==> config.mk <==
export PLATFORM = sky130hd
export DESIGN_NAME = regfile_mp
export DESIGN_NICKNAME = d
export VERILOG_FILES = /design/src/rtl/regfile_pkg.sv /design/src/rtl/regfile_rdport.sv /design/src/rtl/regfile_mp.sv
export SDC_FILE = /design/constraint.sdc
export NUM_CORES = 2
export LEC_CHECK = 0
export CAP_MARGIN = 5
export CORE_MARGIN = 3
export CORE_UTILIZATION = 40
export DETAILED_ROUTE_END_ITERATION = 7
export DONT_BUFFER_PORTS = 1
export PLACE_DENSITY = 0.58
export SLEW_MARGIN = 20
export SYNTH_ARGS = -nofsm -noshare
export SYNTH_HDL_FRONTEND = slang
export SYNTH_SLANG_ARGS = --single-unit
==> constraint.sdc <==
create_clock -name clk -period 3.8 [get_ports clk]
set_clock_uncertainty 0.05 [all_clocks]
set_input_delay 0.76 -clock clk [delete_from_list [all_inputs] [get_ports clk]]
set_output_delay 0.76 -clock clk [all_outputs]
set_load 0.05 [all_outputs]
==> src/rtl/regfile_pkg.sv <==
// ----------------------------------------------------------------------------
// regfile_pkg: default geometry and shared constants for the register file.
// Rev 1.0
// ----------------------------------------------------------------------------
`default_nettype none

package regfile_pkg;

    localparam int C_DATA_WIDTH = 32;
    localparam int C_ADDR_WIDTH = 5;
    localparam int C_NUM_READ   = 2;
    localparam int C_ZERO_ADDR  = 0;

endpackage

`default_nettype wire

==> src/rtl/regfile_rdport.sv <==
// ----------------------------------------------------------------------------
// regfile_rdport: one combinational read port with write-through bypass.
// Rev 1.0
// ----------------------------------------------------------------------------
`default_nettype none

module regfile_rdport
    import regfile_pkg::*;
#(
    parameter int DATA_WIDTH = C_DATA_WIDTH,
    parameter int ADDR_WIDTH = C_ADDR_WIDTH
) (
    input  logic [2**ADDR_WIDTH-1:0][DATA_WIDTH-1:0] regs,
    input  logic [2**ADDR_WIDTH-1:0]                 busy,
    input  logic [ADDR_WIDTH-1:0]                    ra,
    input  logic                                     wr_en,
    input  logic [ADDR_WIDTH-1:0]                    wa,
    input  logic [DATA_WIDTH-1:0]                    wd,
    input  logic                                     iss_en,
    input  logic [ADDR_WIDTH-1:0]                    ia,
    output logic [DATA_WIDTH-1:0]                    rd,
    output logic                                     rbusy
);

    localparam logic [ADDR_WIDTH-1:0] c_zero_addr = ADDR_WIDTH'(C_ZERO_ADDR);

    logic w_bypass;
    logic w_iss_hit;
    logic w_is_zero;

    // wr_en arrives already qualified by nonzero address and reset release
    assign w_bypass  = wr_en && (wa == ra);
    assign w_iss_hit = iss_en && (ia == ra);
    assign w_is_zero = (ra == c_zero_addr);

    always_comb begin
        rd    = regs[ra];
        rbusy = busy[ra];
        if (w_is_zero) begin
            rd    = '0;
            rbusy = 1'b0;
        end else if (w_bypass) begin
            rd = wd;
            if (!w_iss_hit) begin
                rbusy = 1'b0;
            end
        end
    end

endmodule

`default_nettype wire

==> src/rtl/regfile_mp.sv <==
// ----------------------------------------------------------------------------
// regfile_mp: multi-read-port register file with per-register busy scoreboard.
// Rev 1.0
// ----------------------------------------------------------------------------
`default_nettype none

module regfile_mp
    import regfile_pkg::*;
#(
    parameter int DATA_WIDTH = C_DATA_WIDTH,
    parameter int ADDR_WIDTH = C_ADDR_WIDTH,
    parameter int NUM_READ   = C_NUM_READ
) (
    input  logic                           clk,
    input  logic                           rst_n,
    input  logic                           regwrite,
    input  logic [ADDR_WIDTH-1:0]          wa,
    input  logic [DATA_WIDTH-1:0]          wd,
    input  logic                           issue,
    input  logic [ADDR_WIDTH-1:0]          ia,
    input  logic [NUM_READ*ADDR_WIDTH-1:0] ra,
    output logic [NUM_READ*DATA_WIDTH-1:0] rd,
    output logic [NUM_READ-1:0]            rbusy,
    output logic [ADDR_WIDTH:0]            busy_cnt
);

    localparam int                    c_depth     = 2**ADDR_WIDTH;
    localparam logic [ADDR_WIDTH-1:0] c_zero_addr = ADDR_WIDTH'(C_ZERO_ADDR);

    logic [c_depth-1:0][DATA_WIDTH-1:0] r_regs;
    logic [c_depth-1:0]                 r_busy;
    logic [ADDR_WIDTH:0]                r_busy_cnt;

    logic               w_wr_en;
    logic               w_iss_en;
    logic               w_byp_en;
    logic               w_inc;
    logic               w_dec;
    logic [c_depth-1:0] w_busy_next;

    assign w_wr_en  = regwrite && (wa != c_zero_addr);
    assign w_iss_en = issue && (ia != c_zero_addr);
    assign w_byp_en = w_wr_en && rst_n;

    // Issue is applied after the write clear so a same-address issue wins.
    always_comb begin
        w_busy_next = r_busy;
        if (w_wr_en) begin
            w_busy_next[wa] = 1'b0;
        end
        if (w_iss_en) begin
            w_busy_next[ia] = 1'b1;
        end
    end

    assign w_inc = w_iss_en && !r_busy[ia];
    assign w_dec = w_wr_en && r_busy[wa] && !(w_iss_en && (ia == wa));

    always_ff @(posedge clk or negedge rst_n) begin
        if (!rst_n) begin
            r_regs     <= '0;
            r_busy     <= '0;
            r_busy_cnt <= '0;
        end else begin
            if (w_wr_en) begin
                r_regs[wa] <= wd;
            end
            r_busy     <= w_busy_next;
            r_busy_cnt <= r_busy_cnt + (ADDR_WIDTH+1)'(w_inc) - (ADDR_WIDTH+1)'(w_dec);
        end
    end

    assign busy_cnt = r_busy_cnt;

    for (genvar k = 0; k < NUM_READ; k++) begin : g_rdport
        regfile_rdport #(
            .DATA_WIDTH (DATA_WIDTH),
            .ADDR_WIDTH (ADDR_WIDTH)
        ) u_rdport (
            .regs   (r_regs),
            .busy   (r_busy),
            .ra     (ra[k*ADDR_WIDTH +: ADDR_WIDTH]),
            .wr_en  (w_byp_en),
            .wa     (wa),
            .wd     (wd),
            .iss_en (w_iss_en),
            .ia     (ia),
            .rd     (rd[k*DATA_WIDTH +: DATA_WIDTH]),
            .rbusy  (rbusy[k])
        );
    end

endmodule

`default_nettype wire

==> metrics.csv <==
metric,value,unit
Final Power,33.7,mW
"Top FF cell, synth",dfrtp_1,
DIE AREA,0.148,sq mm
"EDFF count, synth",0,
violated checks,setup timing,
WS Path Type,in -> out,
fin crit share,109,%
syn avg cell area,14.4,sq um
Initial DRC Count,3578,
grt total ovfl,0,
"Hold Vio Cnt, Final",0,
clk buf depth,3,
largest net degree at the start of global routing,332,
Peak VDD IR,0.404,mV
drt first pass iters,5,
Final ANT Viol Nets,0,
Leakage,27.7,nW
Ys Warns,0,
drt total wl,193000,um
vias per cell,6.45,
"Req. time, crit path",2.99,ns
Syn Nets,4056,
residual DRC count,0,
dpl hpwl,107000,um
cell taking the most area after synthesis,dfrtp_1,
share of layout cells above drive strength 1,48.9,%
postcts setup bufs,0,
Slew HR,4.08,%
CP max FO,331,
Syn Inst Count,3993,
Final nets,3911,
Clock transition at path regs,0.06,ns
Avg WL per Cell,33.2,um
clk sinks,1062,
RSZ-0062 raised after global routing,false,
Commonest cells post-synth,"dfrtp_1 (1062), mux2_2 (991), mux4_2 (430), mux2i_1 (236), clkbuf_1 (235)",
fmax,0.241,GHz
sequential area share after synthesis,46.2,%
Seq cells post-synth,1062,
first-pass GRT wire length,282000,um
Post-synth ARST share,100,%
"count leader, synth",dfrtp_1,
initial antenna violation count,1,
dpl ws,-1.06,ns
CTS root buf,clkbuf_16,
core area,0.142,sq mm
I/O pin count,128,
Max Cap Viol,0,
Fin Setup TNS,-3.32,ns
row count,138,
Final Setup Violations,24,
Final Max Tran Viols,0,
GP Congestion,0.801,
Synth top area share,46.2,%
Initial Util,40.5,%
# H-tree levels,3,
routed vias,37600,
Die W,385,um
Synth area leaders,"dfrtp_1 (46%), mux2_2 (19%), mux4_2 (17%)",
synth unique cells,57,
clk_lat worst skew,0.75,ns
Hold Path Class,in -> async,
Die Ht,385,um
PwrDens,521,mW/mm^2
Least-Margin Pin Slew,1.44,ns
mapped cell area,0.0575,sq mm
GRT Overall Usage,26.1,%
crit path capture type,output pin,
TritonCTS Buffers,115,
CTS tree,built,
CP arrival,3.33,ns
status,"complete, but fails checks",
worst setup slack after layout,-0.343,ns
IO Port Bufs,0,
vias in the first global route,38300,
final core utilization,45.6,%
Final min period,4.14,ns
startpoint types,input port,
area grow syn2layout,12.6,%
[logic make-up after synthesis]
family | count (synthesis) | synth area share [%]
buffers and inverters | 491 | 4.02
XOR/XNOR | 30 | 0.457
flip-flops | 1062 | 46.2
multiplexers | 1660 | 40.4
adder cells (fa/ha/maj) | 7 | 0.165
AND/OR/NAND/NOR | 208 | 1.78
AO/OA/AOI/OAI | 535 | 6.94
[power by group]
group          leakage (nW)  internal, mW  switching [mW]  total [mW]
Clock                  1.89          6.60            4.83        11.4
Combinational          12.2          4.39            2.74        7.13
Sequential             13.6          13.5            1.67        15.2
Total                  27.7          24.5            9.24        33.7
[worst paths after layout]
path	start	end	slack [ns]	cells past startpoint
worst max-delay path	ra[5]	rd[47]	-0.34	5
worst min-delay path	rst_n	r_regs[73]	0.06	2
worst max register to register	r_busy[2]	busy_cnt[4]	0.42	13
worst min register to register	r_regs[30]	r_regs[30]	0.35	0
max in group asynchronous	rst_n	r_regs[501]	1.83	3
min in group clk	wd[31]	r_regs[639]	0.10	1
[per-layer routing]
| layer | up-vias | wire (um) | GRT usage (%) |
|---|---|---|---|
| met5 | - | 0 | 0 |
| met4 | 0 | 6530 | 8.79 |
| met3 | 350 | 14800 | 5.30 |
| met2 | 1532 | 87900 | 39.9 |
| met1 | 20400 | 83700 | 37.1 |
| li1 | 15200 | - | - |
[worst max-delay path, stage by stage]
cell and delay [ns]:
mux4_2 0.96, o22ai_1 0.43, o41ai_1 0.12, o221a_2 0.28
buf_12 0.15
[area by class of cell]
class	instances	area, sq um
clock inverters	27	338
flip-flops and latches	1062	26600
fillers	12400	77400
well taps	1890	2360
clock buffers	174	3470
inverters	19	71.3
repair buffers	210	2980
diodes	1	2.50
multi-input cells	2440	29000
[cells in the final DEF, fill, tap and decap left out, types with 9 or more instances in the layout]
| master | instances |
|---|---|
| dfrtp_1 | 1062 |
| mux2_2 | 991 |
| mux4_2 | 430 |
| mux2i_1 | 236 |
| o22ai_1 | 125 |
| clkbuf_16 | 115 |
| buf_4 | 104 |
| buf_12 | 86 |
| a22oi_1 | 83 |
| nor2_1 | 83 |
| o21ai_0 | 75 |
| o221a_2 | 60 |
| o211ai_1 | 57 |
| a22o_1 | 42 |
| clkbuf_8 | 37 |
| a221oi_1 | 26 |
| o41ai_1 | 24 |
| clkbuf_1 | 22 |
| inv_1 | 19 |
| xnor2_1 | 17 |
| nor2_4 | 17 |
| nand2_1 | 15 |
| a21oi_1 | 14 |
| clkinv_2 | 14 |
| xor2_1 | 13 |
| nand2_4 | 13 |
| nor4_1 | 11 |
| nor2b_1 | 9 |
[through the flow]
step / cell area (sq um) / instances / hold WS (ns)
2_1_floorplan: 57500 / 3993 / 0.395
3_3_place_gp: 60400 / 5600 / 0.333
3_5_place_dp: 60600 / 5606 / 0.337
4_1_cts: 64700 / 5821 / 0.00683
5_1_grt: 64700 / 5822 / 0.0482
6_report: 64800 / 5823 / 0.0557
[registers in the layout, indices dropped and copies added, names as in the netlist]
name,cells
busy_cnt,6
r_busy,32
r_regs,1024
[what timing repair did]
item                       CTS  global route
cloned                       6             0
hold endpoints to repair   196             0
resized for setup            1             1
hold buffers                 8             0
setup endpoints to repair   66             1
Power figures use the tool's default switching activity.
